[src/rtl/pipe_stage_hs.sv]
// pipe_stage_hs: valid/ready pipeline register with optional skid entry, control zeroing and stall counter
module pipe_stage_hs #(
    parameter int DATA_W = 32,
    parameter int CTRL_W = 16,
    parameter int SKID   = 1,
    parameter int CNT_W  = 16
) (
    input  logic              clk,
    input  logic              rst,
    input  logic              flush,
    input  logic              in_valid,
    output logic              in_ready,
    input  logic [DATA_W-1:0] in_data,
    input  logic [CTRL_W-1:0] in_ctrl,
    output logic              out_valid,
    input  logic              out_ready,
    output logic [DATA_W-1:0] out_data,
    output logic [CTRL_W-1:0] out_ctrl,
    output logic [1:0]        occupancy,
    output logic [CNT_W-1:0]  stall_cycles
);
    logic              main_valid_q, main_valid_d, skid_valid_q, skid_valid_d, in_ready_q;
    logic [DATA_W-1:0] main_data_q, main_data_d, skid_data_q, skid_data_d;
    logic [CTRL_W-1:0] main_ctrl_q, main_ctrl_d, skid_ctrl_q, skid_ctrl_d;
    logic [CNT_W-1:0]  stall_q, stall_d;
    logic              accept, pop, take_skid, load_main, load_skid;

    assign in_ready     = !rst && ((SKID != 0) ? in_ready_q : (!main_valid_q || out_ready));
    assign out_valid    = main_valid_q;
    assign out_data     = main_data_q;
    assign out_ctrl     = main_ctrl_q;
    assign occupancy    = {1'b0, main_valid_q} + {1'b0, skid_valid_q};
    assign stall_cycles = stall_q;

    // Next state: skid refills main on pop, otherwise a new beat lands in main or skid; flush empties both
    always_comb begin
        accept       = in_valid && in_ready;
        pop          = main_valid_q && out_ready;
        take_skid    = !flush && pop && skid_valid_q;
        load_main    = !flush && accept && (!main_valid_q || pop);
        load_skid    = !flush && accept && main_valid_q && !pop && (SKID != 0);
        main_valid_d = flush ? 1'b0 : (take_skid || load_main) ? 1'b1 : pop ? 1'b0 : main_valid_q;
        main_data_d  = take_skid ? skid_data_q : load_main ? in_data : main_data_q;
        main_ctrl_d  = !main_valid_d ? '0 : take_skid ? skid_ctrl_q : load_main ? in_ctrl : main_ctrl_q;
        skid_valid_d = flush ? 1'b0 : load_skid ? 1'b1 : take_skid ? 1'b0 : skid_valid_q;
        skid_data_d  = load_skid ? in_data : skid_data_q;
        skid_ctrl_d  = !skid_valid_d ? '0 : load_skid ? in_ctrl : skid_ctrl_q;
        stall_d      = (main_valid_q && !out_ready && stall_q != '1) ? stall_q + 1'b1 : stall_q;
    end

    // State registers; in_ready is registered from the next skid state so it never depends on out_ready
    always_ff @(posedge clk) begin
        if (rst) begin
            main_valid_q <= 1'b0;
            main_data_q  <= '0;
            main_ctrl_q  <= '0;
            skid_valid_q <= 1'b0;
            skid_data_q  <= '0;
            skid_ctrl_q  <= '0;
            in_ready_q   <= 1'b1;
            stall_q      <= '0;
        end else begin
            main_valid_q <= main_valid_d;
            main_data_q  <= main_data_d;
            main_ctrl_q  <= main_ctrl_d;
            skid_valid_q <= skid_valid_d;
            skid_data_q  <= skid_data_d;
            skid_ctrl_q  <= skid_ctrl_d;
            in_ready_q   <= !skid_valid_d;
            stall_q      <= stall_d;
        end
    end
endmodule

[config.mk]
export PLATFORM = sky130hd
export DESIGN_NAME = pipe_stage_hs
export DESIGN_NICKNAME = d
export VERILOG_FILES = /design/src/rtl/pipe_stage_hs.sv
export SDC_FILE = /design/constraint.sdc
export NUM_CORES = 1
export LEC_CHECK = 0
export ABC_AREA = 1
export CAP_MARGIN = 20
export CORE_UTILIZATION = 50
export DETAILED_ROUTE_END_ITERATION = 8
export PLACE_DENSITY = 0.8
export RECOVER_POWER = 25
export SKIP_LAST_GASP = 1
export SYNTH_ARGS = -nofsm -noshare
export SYNTH_HDL_FRONTEND = slang
export SYNTH_SLANG_ARGS = --single-unit
export TNS_END_PERCENT = 100
[constraint.sdc]
create_clock -name clk -period 1.7 [get_ports clk]
set_input_delay 0.17 -clock clk [delete_from_list [all_inputs] [get_ports clk]]
set_output_delay 0.17 -clock clk [all_outputs]
set_load 0.01 [all_outputs]
==> run metrics <==
result of the run finished, final reports clean; number of antenna violations at the first check in global routing 0; portion of netlist area occupied by mux cells 0%; combinational family with the most area after synthesis compound AO/OA/AOI/OAI gates; Pre-Repair DR Iteration Count 7; nets 863; final weighted congestion in routability-driven placement 0.9187; critical path required time 1.53 ns; Power per Cell Area 953.2 nW/um^2; antenna diode instance count 0; setup repair after global routing missed its margin false; number of buffers and inverters on the critical path 1; number of clock sinks seen by CTS 115; Cell Int Power 5.254 mW; Critical Path Start Type flop; largest fanout on the critical path 5; fraction of synthesized cell area in xor and xnor cells 0.8719%; root buffer selected by CTS sky130_fd_sc_hd__clkbuf_8; worst flop-to-flop path startpoint stall_cycles[1]; power share of the combinational group 6.5%; critical path cell sequence clkdlybuf4s50_1; Post-CTS Repair Setup Buffers 0; yosys synthesis warning count 0; maximum operating frequency 603.4 MHz; number of global-route vias before repair 4,760; Switch Pwr 1.417 mW; type of destination of the critical path output pin; Hold Crit Start in_ctrl[8]; number of failing setup endpoints in the final timing report 0; effective utilization at floorplan 51.38%; Placed Area 6437 um^2; vias 4,967; number of placed I/O pins 121; crit-path leading delay family buffers and inverters; count of unique library cells instantiated by Yosys 30; Max-Cap Viols 0; largest net degree at the start of global routing 46; flip-flop and latch count after synthesis 115; post-route ant nets 0; overall overflow remaining after global route 0; area of the core region 9774 um^2; overall die width 102.2 um; Mapped Area 5022 um^2; number of cell rows 36; Clock transition at path regs 0.06 ns; DR DRC count 0; Leakage 2.707 nW; first-iteration detailed-routing DRC count 324; clock tree from TritonCTS done; adder and majority gate portion of the synthesized area 0.4983%; core occupancy in the finished layout 71.60%; net switching share of the total power 21.24%; proportion of power drawn by flip-flops and latches 41.2%; final routed wire length divided by cell count 13.91 um; destination of the worst hold path skid_ctrl_q[8]; post-placement cell count 922; area fraction in compound gates after synthesis 21.45%; count of H-tree levels built during CTS 4; post-layout min period 1.657 ns; type of the most critical hold path in -> reg; worst slew pin tran 0.5900 ns; cells on worst reg2reg path 8; fraction of the mapped netlist area in simple logic gates 19.86%; die height 102.2 um; mean instance size in the synthesized netlist 7.353 um^2; proportion of layout cells with a drive suffix above 1 9.390%; all-layer global routing usage 26.36%; end of the worst register-to-register path stall_cycles[2]; slack of the worst reg-to-reg path 0.14 ns; Finished Cell Area 6998 um^2; share of synthesized area occupied by flip-flops and latches 45.84%; hold depth 5; share of power burned in the clock network 52.3%; worst-path cell with the longest stage delay sky130_fd_sc_hd__clkdlybuf4s50_1; area delta synth->final 39.34%; data arrival time of the critical path 1.49 ns; Synth Instances 683; type of the worst setup path reg -> out; Max-Slew Margin vs Limit 60.57%; DR vias/cell 5.212; Final Max Slew Viols 0; stage delay of the slowest cell on the critical path 0.57 ns; total die area 10,450 um^2; buffers added on ports 120; detailed placement HPWL 9091 um; global-route wire length before repair 21,440 um; final setup skew 0.01570 ns; number of buffers added by the clock tree synthesis step 17; count of final hold-check violations 0; latest clock arrival within the worst-skew pair 0.52 ns; maximum ir drop on the vdd rail 0.5852 mV; maximum number of buffers from clock root to sink 2; Final Routed Wirelength 13,260 um; Post-Syn Nets 738; non-filler cells, final 953; count of filler cells inserted in the layout 789; share of the clock period used by the worst path 97.49%
## kinds of logic (layout without fill, tap and decap cells)
family                   count (synthesis)  count (layout)
XOR/XNOR                                 5               5
flip-flops                             115             115
adder cells (fa/ha/maj)                  2               2
AO/OA/AOI/OAI                          198             198
buffers and inverters                  129             266
AND/OR/NAND/NOR                        234             234
## registers in the layout, indices dropped and copies added, names as in the netlist
register / cells
out_data: 32
skid_data_q: 32
out_ctrl: 16
skid_ctrl_q: 16
stall_cycles: 16
in_ready_q: 1
out_valid: 1
skid_valid_q: 1
## layout by cell type, fill, tap and decap left out, drive strengths merged
master / instances
or2: 1
xor2: 3
dlygate4sd2: 3
o211ai: 33
dfxtp: 115
ha: 2
nand3b: 1
clkdlybuf4s50: 116
bufinv: 3
o21ai: 80
clkbuf: 23
xnor2: 2
a21oi: 85
nand3: 18
nand4: 4
buf: 26
clkdlybuf4s25: 1
nor2: 44
clkinv: 7
nand2: 166
inv: 87
## final cells by class
cell class                 instances  area, um^2  share of cell area [%]
timing repair buffer             148        1479                   21.13
clock inverter                    10       132.6                   1.895
sequential                       115        2315                   33.08
clock buffer                      21       449.2                   6.419
tap                              133       166.4                   2.378
multi-input combinational        439        2130                   30.43
inverter                          87       326.6                   4.667
## Yosys cell counts
| library cell | count | share of area (%) |
|---|---|---|
| sky130_fd_sc_hd__inv_1 | 84 | 6.3 |
| sky130_fd_sc_hd__o21ai_2 | 1 | 0.17 |
| sky130_fd_sc_hd__xnor2_1 | 2 | 0.35 |
| sky130_fd_sc_hd__nor2_2 | 2 | 0.25 |
| sky130_fd_sc_hd__nand2_4 | 2 | 0.45 |
| sky130_fd_sc_hd__nand4_4 | 1 | 0.42 |
| sky130_fd_sc_hd__nand3_2 | 1 | 0.20 |
| sky130_fd_sc_hd__inv_2 | 3 | 0.22 |
| sky130_fd_sc_hd__buf_1 | 2 | 0.15 |
| sky130_fd_sc_hd__nor2_8 | 1 | 0.40 |
| sky130_fd_sc_hd__o211ai_1 | 33 | 4.9 |
| sky130_fd_sc_hd__buf_4 | 1 | 0.15 |
| sky130_fd_sc_hd__o21ai_1 | 8 | 0.80 |
| sky130_fd_sc_hd__xor2_1 | 3 | 0.52 |
| sky130_fd_sc_hd__nand2_1 | 162 | 12 |
| sky130_fd_sc_hd__or2_2 | 1 | 0.12 |
| sky130_fd_sc_hd__nand2_2 | 2 | 0.25 |
| sky130_fd_sc_hd__a21oi_1 | 85 | 8.5 |
| sky130_fd_sc_hd__ha_1 | 2 | 0.50 |
| sky130_fd_sc_hd__buf_2 | 17 | 1.7 |
| sky130_fd_sc_hd__buf_6 | 9 | 2.0 |
| sky130_fd_sc_hd__nor2_1 | 41 | 3.1 |
| sky130_fd_sc_hd__clkbuf_1 | 13 | 0.97 |
| sky130_fd_sc_hd__o21ai_0 | 71 | 7.1 |
| sky130_fd_sc_hd__nand4_2 | 1 | 0.25 |
| sky130_fd_sc_hd__nand4_1 | 2 | 0.25 |
| sky130_fd_sc_hd__dfxtp_1 | 115 | 46 |
| sky130_fd_sc_hd__nand3_1 | 16 | 1.6 |
| sky130_fd_sc_hd__nand3b_1 | 1 | 0.15 |
| sky130_fd_sc_hd__nand3_4 | 1 | 0.35 |
## through the flow
| stage | worst slack, ns | power, mW | hold slack (ns) | setup TNS, ns |
|---|---|---|---|---|
| after floorplan | 0.1938 | 2.970 | 0.3303 | 0 |
| after global placement | -0.03019 | 3.229 | 0.4357 | -0.4419 |
| after detailed placement | -0.1435 | 3.239 | 0.4427 | -3.504 |
| after CTS | 0.005895 | 6.712 | 0.3003 | 0 |
| after global routing | 0.01175 | 6.882 | 0.3304 | 0 |
| final | 0.04264 | 6.670 | 0.3110 | 0 |
## per-layer routing
metal  GRT usage [%]  share of wire, %  vias to the layer above
met4           11.87               2.2                        0
met2           44.55                49                      222
met1           31.74                41                     2245
met3           6.430               7.6                       37
li1                -                 -                     2463
met5               0                 0                        -
## power by group through the flow
stage               registers (mW)  logic (mW)  clock network (mW)
CTS                           2.75       0.438                3.53
global route                  2.75       0.468                3.67
detailed placement            2.81       0.433                   0
floorplan                     2.82       0.153                   0
finish                        2.75       0.434                3.49
global placement              2.80       0.425                   0
## worst max path at each step
stage | start | end | slack [ns] | depth (start not counted)
global route | stall_cycles[6] | stall_cycles[6] | 0.01 | 1
floorplan | stall_cycles[0] | stall_cycles[15] | 0.19 | 7
CTS | stall_cycles[2] | stall_cycles[2] | 0.006 | 1
finish | stall_cycles[11] | stall_cycles[11] | 0.04 | 1
detailed placement | rst | skid_data_q[17] | -0.14 | 6
global placement | rst | skid_data_q[17] | -0.03 | 6
## repair_timing
item / 4_1_cts / 5_1_grt
hold buffers: 0 / 0
endpoints found under the setup margin: 5 / 17
resized for setup: 7 / 7
Power figures use the tool's default switching activity.
